===== src/rtl/mac_pkg.sv =====
// Shared definitions for the MAC frame FIFO: RAM entry flag layout,
// lane-count width helper and the write-side state encoding.
package mac_pkg;

   // Flag positions counted down from the entry MSB; entry = {end, start, lanes, data}.
   localparam int ENT_END_OFS   = 1;
   localparam int ENT_START_OFS = 2;

   typedef enum logic {
      W_IDLE    = 1'b0,
      W_WRITING = 1'b1
   } w_state_t;

   function automatic int lanes_w(input int ratio);
      return $clog2(ratio + 1);
   endfunction

endpackage


===== src/rtl/mac_fifo_packer.sv =====
// Packs narrow beats into one output word, first beat in the LSB lane.
// clear restarts packing; clear together with push makes the beat lane 0.
module mac_fifo_packer
   import mac_pkg::*;
#(
   parameter int IN_W   = 8,
   parameter int OUT_W  = 32,
   localparam int RATIO = OUT_W / IN_W,
   localparam int LW    = lanes_w(RATIO)
) (
   input  logic             clock,
   input  logic             reset_n,
   input  logic             push,
   input  logic             flush,
   input  logic             clear,
   input  logic [IN_W-1:0]  beat,
   output logic [OUT_W-1:0] word,
   output logic [LW-1:0]    lanes,
   output logic             full
);

   logic [OUT_W-1:0] acc;
   logic [LW-1:0]    cnt;
   logic [OUT_W-1:0] base;
   logic [LW-1:0]    base_cnt;

   // word/lanes describe the packer contents including this cycle's beat.
   always_comb begin
      base     = clear ? '0 : acc;
      base_cnt = clear ? '0 : cnt;
      word     = base;
      for (int l = 0; l < RATIO; l++)
         if (base_cnt == LW'(l)) word[l*IN_W +: IN_W] = beat;
      lanes = base_cnt + LW'(1);
      full  = (lanes == LW'(RATIO));
   end

   always_ff @(posedge clock) begin
      if (!reset_n) begin
         acc <= '0;
         cnt <= '0;
      end else if (push) begin
         if (flush | full) begin
            acc <= '0;
            cnt <= '0;
         end else begin
            acc <= word;
            cnt <= lanes;
         end
      end else if (clear) begin
         acc <= '0;
         cnt <= '0;
      end
   end

endmodule


===== src/rtl/mac_frame_fifo_sync.sv =====
// Store-and-forward frame FIFO: packs MAC beats into host words, commits whole
// frames only, drops aborted/overflowing frames, and supports read-side retry.
module mac_frame_fifo_sync
   import mac_pkg::*;
#(
   parameter int DATA_IN_WIDTH  = 8,
   parameter int DATA_OUT_WIDTH = 32,
   parameter int FIFO_DEPTH     = 4,
   parameter int MAX_FRAMES     = 8,
   localparam int RATIO         = DATA_OUT_WIDTH / DATA_IN_WIDTH,
   localparam int LW            = lanes_w(RATIO),
   localparam int FCW           = $clog2(MAX_FRAMES + 1)
) (
   input  logic                      clock,
   input  logic                      reset_n,
   input  logic [DATA_IN_WIDTH-1:0]  data_in,
   input  logic                      data_in_enable,
   input  logic                      data_in_start,
   input  logic                      data_in_end,
   input  logic                      error,
   output logic                      data_in_full,
   output logic [DATA_OUT_WIDTH-1:0] data_out,
   output logic                      data_out_valid,
   input  logic                      data_out_enable,
   output logic                      data_out_start,
   output logic                      data_out_end,
   output logic [LW-1:0]             data_out_lanes,
   input  logic                      retry,
   output logic [FCW-1:0]            frame_count,
   output logic                      frame_dropped
);

   localparam int PW = FIFO_DEPTH + 1;
   localparam int EW = DATA_OUT_WIDTH + LW + 2;
   localparam logic [PW-1:0] WORDS = PW'(1 << FIFO_DEPTH);

   logic [EW-1:0] ram [2**FIFO_DEPTH];

   w_state_t      state;
   logic          bad, first_word, partial;
   logic [PW-1:0] wr_ptr, cmt_ptr, free_ptr, rd_ptr, head_ptr;

   logic [DATA_OUT_WIDTH-1:0] pk_word;
   logic [LW-1:0]             pk_lanes;
   logic                      pk_full;

   logic          starting, act, restart, need_word, ovf_now, bad_eff;
   logic          abort, finish, commit, wr_word, drop;
   logic [PW-1:0] wr_base;
   logic [EW-1:0] head;
   logic          head_start, pop, pop_end;

   // A start beat always opens a fresh frame at the committed pointer.
   assign starting  = data_in_enable & data_in_start;
   assign act       = data_in_enable & (data_in_start | (state == W_WRITING));
   assign restart   = starting & (state == W_WRITING);
   assign wr_base   = starting ? cmt_ptr : wr_ptr;
   assign need_word = act & (pk_full | data_in_end);
   assign ovf_now   = need_word & ((wr_base - free_ptr) == WORDS);
   assign bad_eff   = (starting ? (frame_count == FCW'(MAX_FRAMES)) : bad) | ovf_now;
   assign abort     = act & error;
   assign finish    = act & data_in_end & ~error;
   assign commit    = finish & ~bad_eff;
   assign wr_word   = need_word & ~bad_eff & ~error;
   assign drop      = abort | (finish & bad_eff) | restart;

   assign data_in_full = ((wr_ptr - free_ptr) == WORDS) | (frame_count == FCW'(MAX_FRAMES));

   mac_fifo_packer #(
      .IN_W  (DATA_IN_WIDTH),
      .OUT_W (DATA_OUT_WIDTH)
   ) u_packer (
      .clock   (clock),
      .reset_n (reset_n),
      .push    (act & ~error),
      .flush   (data_in_end),
      .clear   (starting | abort),
      .beat    (data_in),
      .word    (pk_word),
      .lanes   (pk_lanes),
      .full    (pk_full)
   );

   assign head           = ram[rd_ptr[FIFO_DEPTH-1:0]];
   assign head_start     = head[EW-ENT_START_OFS];
   assign data_out_valid = (rd_ptr != cmt_ptr);
   assign pop            = data_out_enable & data_out_valid;
   assign pop_end        = pop & head[EW-ENT_END_OFS];
   assign data_out       = data_out_valid ? head[DATA_OUT_WIDTH-1:0] : '0;
   assign data_out_lanes = data_out_valid ? head[DATA_OUT_WIDTH +: LW] : '0;
   assign data_out_start = data_out_valid & head_start;
   assign data_out_end   = data_out_valid & head[EW-ENT_END_OFS];

   always_ff @(posedge clock) begin
      if (wr_word)
         ram[wr_base[FIFO_DEPTH-1:0]] <= {data_in_end, starting | first_word, pk_lanes, pk_word};
   end

   always_ff @(posedge clock) begin
      if (!reset_n) begin
         state         <= W_IDLE;
         bad           <= 1'b0;
         first_word    <= 1'b0;
         partial       <= 1'b0;
         wr_ptr        <= '0;
         cmt_ptr       <= '0;
         free_ptr      <= '0;
         rd_ptr        <= '0;
         head_ptr      <= '0;
         frame_count   <= '0;
         frame_dropped <= 1'b0;
      end else begin
         frame_dropped <= drop;
         if (act) begin
            state      <= (error | data_in_end) ? W_IDLE : W_WRITING;
            bad        <= bad_eff & ~error & ~data_in_end;
            first_word <= (starting | first_word) & ~wr_word;
            wr_ptr     <= (abort | (finish & bad_eff)) ? cmt_ptr : wr_base + PW'(wr_word);
         end
         if (commit)
            cmt_ptr <= wr_base + PW'(1);

         // An end pop frees the frame, so it takes priority over a rewind.
         if (retry & partial & ~pop_end)
            rd_ptr <= head_ptr;
         else if (pop)
            rd_ptr <= rd_ptr + PW'(1);
         if (pop & head_start) begin
            head_ptr <= rd_ptr;
            partial  <= ~pop_end;
         end else if (pop_end) begin
            partial  <= 1'b0;
         end
         if (pop_end)
            free_ptr <= rd_ptr + PW'(1);
         frame_count <= frame_count + FCW'(commit) - FCW'(pop_end);
      end
   end

endmodule


===== config.mk =====
export PLATFORM = sky130hd
export DESIGN_NAME = mac_frame_fifo_sync
export DESIGN_NICKNAME = d
export VERILOG_FILES = /design/src/rtl/mac_pkg.sv /design/src/rtl/mac_fifo_packer.sv /design/src/rtl/mac_frame_fifo_sync.sv
export SDC_FILE = /design/constraint.sdc
export NUM_CORES = 1
export LEC_CHECK = 0
export ABC_AREA = 1
export CORE_ASPECT_RATIO = 1.1
export CORE_MARGIN = 5
export CORE_UTILIZATION = 54
export DETAILED_ROUTE_END_ITERATION = 10
export HOLD_SLACK_MARGIN = 0.1
export PLACE_DENSITY_LB_ADDON = 0.12
export REMOVE_ABC_BUFFERS = 1
export SLEW_MARGIN = 20
export SYNTH_ARGS = -nofsm -noshare
export SYNTH_HDL_FRONTEND = slang
export SYNTH_SLANG_ARGS = --single-unit

===== constraint.sdc =====
create_clock -name clock -period 6.7 [get_ports clock]
set_input_delay 1.005 -clock clock [delete_from_list [all_inputs] [get_ports clock]]
set_output_delay 1.005 -clock clock [all_outputs]
set_load 0.02 [all_outputs]

# After elaboration in Yosys (flattened, before gate mapping)
# Memories as Yosys holds them, arrays and structs flattened. A register that Yosys moved wholly into a read port is not among the register bits.
# Index checks and enable logic that the tools add are counted.
# totals
reg_bits	69
latchBits	0
ram_bits	592
rom_bits	0
inputBits	16
out_inout_bits	44
n_memories	1
# op_classes
addsub	8
multipliers	0
div_mod_pow	0
magnitude_cmp	0
eq_ne	8
shifts	0
mux	24
bitwise_logic	37
reduce_logical	3
# mem_list
memory	depth	width	rd	rd_clocked_by_memory_dff	write_ports	line	text
ram	16	37	1	1	1	mac_frame_fifo_sync.sv:37	logic [EW-1:0] ram [2**FIFO_DEPTH];
# ops
op	count
two-way mux 32 bit	4
two-way mux 8 bit	4
bitwise AND 1 bit	23
two-way mux 5 bit	4
two-way mux 3 bit	4
adder 5 x 1 -> 5 bit, second input constant	2
equality test 5 bit, second input constant	2
subtractor 5 bit	2
OR 1 bit	9
two-way mux 4 bit	2
equality test 3 x 2 -> 1 bit, second input constant	2
two-way mux 1 bit	6
adder 5 x 1 -> 5 bit	1
!= test 5 bit	1
inverter 1 bit	5
adder 4 x 1 -> 4 bit	1
equality test 4 bit, second input constant	1
nonzero test 2 bit	2
subtractor 4 x 1 -> 4 bit	1
adder 3 x 1 -> 3 bit, second input constant	1
equality test 3 x 1 -> 1 bit, second input constant	1
equality test 3 bit, second input constant	1
zero test 3 bit	1

# Longest topological paths before layout
# Gate-level depths: netlist (run 1).
# depth
ltp_word	16
ltp_mapped	24

# By module
# From an unflattened synthesis (run 1), not the netlist that was laid out.
# unflattened
cells_unflattened	2290
hier_area_um2	27634.0
# by_module_without_submodules
mod	instances	cells_each	area_per_inst_um2	seq_area_each_um2
mac_frame_fifo_sync	1	1985	25490.7	18537.8
mac_fifo_packer	1	305	2143.3	700.7

# Worst setup path after synthesis (run 1)
# No wires, ideal clock.
# synth_timing
path_type	input to register
start	in data_in_start
end	mem ram[11][0] (netlist bit) (enable)
arrival_ns	5.410
required_ns	6.223
setup_slack_ns	0.813
cell_stages	15
path_cell_list	nand2_4 -> buf_4 -> o21ai_0 -> ha_1 -> nand2_1 -> nand2_1 -> a21oi_1 -> nand2_1 -> nand2_1 -> nor2_1 -> nand2_1 -> nand2_2 -> nor2_4 -> inv_1 -> nor3_1
# synth_via
elab_chain_len	16
elab_cells_between_ends	21
classes_between	2 x add/sub; 2 x eq/ne; 5 x mux; 12 x bitwise
# synth_lines
element	line	text
start, declared	mac_frame_fifo_sync.sv:18	input logic data_in_start,
OR 1 bit	mac_frame_fifo_sync.sv:55	assign act = data_in_enable & (data_in_start | (state == W_WRITING));
bitwise AND 1 bit	mac_frame_fifo_sync.sv:55	
bitwise AND 1 bit	mac_frame_fifo_sync.sv:61	assign abort = act & error;
OR 1 bit	mac_frame_fifo_sync.sv:77	.clear (starting | abort),
two-way mux 3 bit	n/a	
adder 3 x 1 -> 3 bit	mac_fifo_packer.sv:34	lanes = base_cnt + LW'(1);
equality test 3 bit	mac_fifo_packer.sv:35	full = (lanes == LW'(RATIO));
OR 1 bit	mac_frame_fifo_sync.sv:58	assign need_word = act & (pk_full | data_in_end);
bitwise AND 1 bit	mac_frame_fifo_sync.sv:58	
bitwise AND 1 bit	mac_frame_fifo_sync.sv:59	assign ovf_now = need_word & ((wr_base - free_ptr) == WORDS);
OR 1 bit	mac_frame_fifo_sync.sv:60	assign bad_eff = (starting ? (frame_count == FCW'(MAX_FRAMES)) : bad) | ovf_now;
inverter 1 bit	mac_frame_fifo_sync.sv:64	assign wr_word = need_word & ~bad_eff & ~error;
bitwise AND 1 bit (2 in a row)	mac_frame_fifo_sync.sv:64	
two-way mux 1 bit	mac_frame_fifo_sync.sv:95	if (wr_word)
two-way mux 1 bit (implied by the code)	mac_frame_fifo_sync.sv:96	ram[wr_base[FIFO_DEPTH-1:0]] <= {data_in_end, starting | first_word, pk_lanes, pk_word};
end, declared	mac_frame_fifo_sync.sv:37	
# Parallel ways exist; a longest one is shown, timed or not.

==> flow_metrics.py, run 1 <==
metrics = {
    "status": {
        "outcome": "completed",
    },
    "global_routing": {
        "gr-total-overflow": 0,
        "grt_pass1_vias": 17500,
        "grt_max_degree": 158,
        "antenna_found_initial": 0,
        "grt_pass1_wl_um": 107000,
        "track_usage_pct": 25.4,
    },
    "setup_path": {
        "worst_ep_arrival_time_ps": 4110,
        "cp.required_ps": 5690,
        "critPathLaunchType": "flip-flop",
        "ff2ff_setup_slack_ps": 2460,
        "critical_path_class": "flip-flop to output port",
        "critPathMaxFanout": 76,
        "cp-end-kind": "output port",
    },
    "die": {
        "dieArea_sq_mm": 0.0547,
        "num_rows": 86,
        "io_pins": 60,
        "core-area_sq_mm": 0.0498,
        "initial_core_util_pct": 54.3,
        "dieHeight_um": 245,
        "fp.dieW_um": 223,
    },
    "pwr": {
        "power_frac_comb_pct": 31.2,
        "intPower_mw": 7.89,
        "peakVddDrop_mv": 0.323,
        "cellPowerDensity_mw_per_mm2": 397,
        "p_clk_share_pct": 29.8,
        "p_leak_nw": 10.4,
        "power_frac_seq_pct": 39.1,
        "swShare_pct": 34.9,
        "netSwitchingPower_mw": 4.22,
        "finalPower_mw": 12.1,
    },
    "route": {
        "via_per_inst": 6.10,
        "wl_um": 70700,
        "drtAntennaViolNets": 0,
        "drt_first_pass_iters": 7,
        "drc": 0,
        "wl_per_cell_um": 23.8,
        "drtIter0Drc": 1985,
        "vias": 18100,
    },
    "final_layout": {
        "synthToLayoutAreaGrowth_pct": 12.8,
        "drive_gt1_share_pct": 9.35,
        "design_area_sq_mm": 0.0305,
        "layoutNonFillerInstCount": 2970,
        "finalNetCount": 2303,
        "postLayoutCoreUtil_pct": 61.3,
        "num_antenna_cells": 0,
        "final_common_cell": "edfxtp_1",
        "final_cell_mix": "edfxtp_1 (592), nor2_1 (348), o21ai_0 (338)",
    },
    "placement": {
        "dpl_cell_area_sq_mm": 0.0284,
        "place_inst": 2854,
        "routabilityCongestion": 0.824,
        "portBuffers": 59,
        "dpl.hpwl_um": 40600,
        "dp_slack_ps": 1270,
    },
    "timing": {
        "finalMaxSlewViolations": 0,
        "finalSetupTns_ps": 0,
        "slew_headroom_pct": 28.1,
        "setup_viol": 0,
        "worstMarginPinSlew_ps": 1070,
        "fin_crit_sh_pct": 76.3,
        "hold_ws_ps": 465,
        "rsz0062_at_grt": "no",
        "fin_ws_ps": 1590,
        "fmax_mhz": 196,
        "hold_viol": 0,
        "min_period_ps": 5110,
        "fin_skew_ps": 10.8,
    },
    "clocking": {
        "htree_levels": 3,
        "clockBufferDepth": 3,
        "cts.clk_slew.worst_paths_ps": 60,
        "cts_buffers": 66,
        "cts_sinks": 665,
        "ctsHoldBuffers": 0,
        "worstSkewPairLatency_ps": 590,
        "post_cts.repair.setup_buffers": 0,
        "post_cts_resize_count": 0,
        "clock-root-buffer": "clkbuf_16",
        "tritoncts": "yes",
    },
    "synthesis": {
        "yosysWarningCount": 0,
        "async_flop_share_pct": 0,
        "synth-edff-count": 592,
        "synth.avg_cell_area_sq_um": 12.2,
        "synth_top_area_share_pct": 65.7,
        "ys_types": 40,
        "synthesis.area_sq_mm": 0.0271,
        "ys.flop_type": "edfxtp_1",
        "syn_inst": 2225,
        "synth-seq-cells": 665,
        "yosys.area.top_type": "edfxtp_1",
        "ys_top_cells_by_area": "edfxtp_1 (66%), o21ai_0 (6.3%), dfxtp_1 (5.4%)",
        "yosysSeqAreaShare_pct": 71.1,
    },
    "flow_run": {
        "cap_violations": 0,
    },
    "min_path": {
        "min_path_type": "flip-flop to flip-flop",
    },
}
-- cell usage after synthesis (2+ instances only) --
cell type and instances:
edfxtp_1 592, nor2_1 361, o21ai_0 340, nand2_1 167
nand3_1 133, o221ai_1 100, a21oi_1 96, clkbuf_1 93
dfxtp_1 73, inv_1 67, o22ai_1 40, buf_2 29
ha_1 24, buf_4 16, xor2_1 15, o21ai_1 12
o21ai_2 12, buf_1 8, inv_2 6, nand2_2 6
nor3_1 5, nand2_4 4, nor2_2 4, a31oi_1 3
xnor2_1 3, buf_6 2
-- cells by family (layout without fill, tap and decap cells) --
| family | count (synthesis) | count (layout) | synth area share, % |
|---|---|---|---|
| buf+inv | 224 | 309 | 3.53 |
| flops | 665 | 665 | 71.1 |
| simple gates | 686 | 686 | 10.6 |
| compound gates | 607 | 607 | 13.0 |
| fa+ha+maj | 25 | 25 | 1.18 |
| xor+xnor | 18 | 18 | 0.583 |
-- final timing paths --
check                                      to  cells after the start                        start
setup / recovery            data_out_lanes[2]                      8                    flip-flop
hold reg to reg   u_packer.acc[27]$_SDFF_PN0_                      2  u_packer.acc[27]$_SDFF_PN0_
setup reg to reg    frame_count[2]$_SDFF_PN0_                     16                    flip-flop
hold / removal    u_packer.acc[27]$_SDFF_PN0_                      2  u_packer.acc[27]$_SDFF_PN0_
-- power groups by stage --
stage | registers (mW) | logic [mW] | clock network, mW
finish | 4.73 | 3.78 | 3.61
global route | 4.74 | 4.13 | 3.83
CTS | 4.73 | 3.79 | 3.65
detailed placement | 4.82 | 3.77 | 0
global placement | 4.81 | 3.75 | 0
floorplan | 4.90 | 2.18 | 0
-- sequential cells by signal (all words and copies together), names as in the netlist, named ones only --
register / count
bad: 1
u_packer.cnt: 3
first_word: 1
free_ptr: 5
frame_count: 4
ram: 592
frame_dropped: 1
wr_ptr: 5
rd_ptr: 5
partial: 1
head_ptr: 5
u_packer.acc: 32
cmt_ptr: 5
state: 1
-- worst max-delay path: stages, from the launching register on --
cell and delay (ps):
dfxtp_4 900, buf_4 800, o21ai_0 200, o22ai_1 200, nor2_1 60, nor2_1 100, o21ai_0 230, a21oi_1 310
clkdlybuf4s50_1 670
-- layer usage --
metal  GRT usage (%)  part of all wire (%)  vias up  wire [um]
met5               0                     0        -          0
met4            7.51                   2.4        0       1660
met3            3.56                   7.3       97       5150
met2            41.7                    49      729      34300
met1            35.9                    42     9041      29500
li1                -                     -     8236          -
-- cell type report --
cell class	count	area, sq um
tap	660	826
clock inverter	34	236
timing repair buffer	118	1070
fill	3920	19300
multi-input combinational	1336	7000
sequential	665	19200
clock buffer	82	1860
inverter	75	292
(Power assumes the default switching activity.)
==> run 2: changes to the inputs <==
==> constraint.sdc (replaced) <==
create_clock -name clock -period 4.2 [get_ports clock]
set_input_delay 0.63 -clock clock [delete_from_list [all_inputs] [get_ports clock]]
set_output_delay 0.63 -clock clock [all_outputs]
set_load 0.02 [all_outputs]
==> flow_metrics.py, run 2 (synthesis gave the netlist of run 1 again) <==
metrics = {
    "final_layout": {
        "final_common_cell": "edfxtp_1",
        "synthToLayoutAreaGrowth_pct": 14.8,
        "drive_gt1_share_pct": 10.6,
        "design_area_sq_mm": 0.0311,
        "finalNetCount": 2347,
        "num_antenna_cells": 0,
        "largest_reg_flops": 592,
        "final_cell_mix": "edfxtp_1 (592), nor2_1 (348), o21ai_0 (340)",
    },
    "setup_path": {
        "cp.required_ps": 3570,
        "cp-end-kind": "output port",
        "crit_family": "buffers and inverters",
        "max_stage_delay_ps": 630,
        "crit_path_cell_trace": "buf_16 -> o21ai_0 -> o221ai_1 -> nand3_1 -> a21oi_1 -> buf_4 -> clkdlybuf4s50_1",
        "slowest_stage": "dfxtp_4",
        "worst_ep_arrival_time_ps": 3460,
        "cp.buffers_inverters": 3,
        "critPathLaunchType": "flip-flop",
        "critPathMaxFanout": 98,
        "critical_path_class": "flip-flop to output port",
    },
    "die": {
        "initial_core_util_pct": 54.3,
        "core-area_sq_mm": 0.0498,
        "io_pins": 60,
        "dieArea_sq_mm": 0.0547,
        "fp.dieW_um": 223,
        "dieHeight_um": 245,
        "num_rows": 86,
    },
    "timing": {
        "hold_ws_ps": 467,
        "finalMaxSlewViolations": 0,
        "fin_skew_ps": 21.0,
        "fmax_mhz": 244,
        "worstMarginPinSlew_ps": 950,
        "hold_viol": 0,
        "slew_headroom_pct": 36.7,
        "rsz0062_at_grt": "no",
        "fin_crit_sh_pct": 97.4,
        "min_period_ps": 4090,
        "setup_viol": 0,
    },
    "clocking": {
        "htree_levels": 3,
        "cts.clk_slew.worst_paths_ps": 70,
        "cts_buffers": 66,
        "ctsHoldBuffers": 0,
        "tritoncts": "yes",
        "clock-root-buffer": "clkbuf_16",
        "clockBufferDepth": 3,
        "cts_sinks": 665,
        "worstSkewPairLatency_ps": 590,
    },
    "route": {
        "wl_um": 70900,
        "drt_first_pass_iters": 5,
        "via_per_inst": 6.07,
        "drtIter0Drc": 1902,
        "drc": 0,
        "wl_per_cell_um": 23.5,
        "drtAntennaViolNets": 0,
        "vias": 18300,
    },
    "pwr": {
        "p_leak_nw": 10.6,
        "peakVddDrop_mv": 0.425,
        "cellPowerDensity_mw_per_mm2": 625,
    },
    "global_routing": {
        "gr-total-overflow": 0,
        "antenna_found_initial": 0,
        "grt_max_degree": 99,
        "grt_pass1_wl_um": 108000,
        "grt_pass1_vias": 17900,
        "track_usage_pct": 25.6,
    },
    "flow_run": {
        "cap_violations": 0,
    },
    "status": {
        "outcome": "completed",
    },
    "placement": {
        "dpl.hpwl_um": 43000,
        "portBuffers": 59,
        "dpl_cell_area_sq_mm": 0.0290,
        "routabilityCongestion": 0.860,
    },
    "min_path": {
        "min_from": "bad$_SDFFE_PN0N_",
        "min_path_type": "flip-flop to flip-flop",
    },
}
run 2: cell type report:
| cell class | instances | area, sq um |
|---|---|---|
| timing repair buffer | 162 | 1670 |
| multi-input combinational | 1336 | 7000 |
| inverter | 75 | 302 |
| fill | 3857 | 18800 |
| tap | 660 | 826 |
| clock inverter | 27 | 203 |
| sequential | 665 | 19200 |
| clock buffer | 89 | 1810 |
run 2: worst paths after layout:
kind         slack [ps]                        end  cells after the start
max                 110                data_out[5]                      7
max reg2reg         800  frame_count[2]$_SDFF_PN0_                     16
min reg2reg         470           bad$_SDFFE_PN0N_                      2
min                 470           bad$_SDFFE_PN0N_                      2
run 2: routing by layer:
layer  vias up  track usage, %  routed length (um)
met5         -               0                   0
met4         0            7.37                1450
met3        91            4.45                5490
met2       763            42.2               34600
met1      9117            35.5               29400
li1       8331               -                   -
run 2: tightest hold or removal path: stages (launching register included):
cell and delay (ps):
dfxtp_1 310, nand2_1 60, a21oi_1 60
run 2: through the flow:
step	TNS [ps]	power, mW	util (%)	cells	setup WS, ps
2_1_floorplan	-585100	11.0	-	2076	-5350
3_3_place_gp	0	13.9	58.3	2898	129
3_5_place_dp	0	13.9	58.3	2898	15.0
4_1_cts	0	19.5	62.3	3014	61.5
5_1_grt	0	20.4	62.3	3014	31.2
6_report	0	19.4	62.3	3014	109
run 2: repair_timing:
item	in CTS	in global routing
endpoints found under the hold margin	0	0
setup endpoints to repair	1	2
setup buffers	0	0
resized for setup	1	4
run 2: where the power goes:
part / internal (mW) / switching (mW)
logic: 2.21 / 4.24
clock network: 3.21 / 2.38
registers: 7.25 / 0.139
==> run 3: changes to the inputs <==
--- a/config.mk
+++ b/config.mk
@@ -6,6 +6,7 @@
 export NUM_CORES = 1
 export LEC_CHECK = 0
 export ABC_AREA = 1
+export CAP_MARGIN = 30
 export CORE_ASPECT_RATIO = 1.1
 export CORE_MARGIN = 5
 export CORE_UTILIZATION = 54
==> results of run 3 <==
Same layout as run 2: the final DEF is identical, and so are final timing and power.
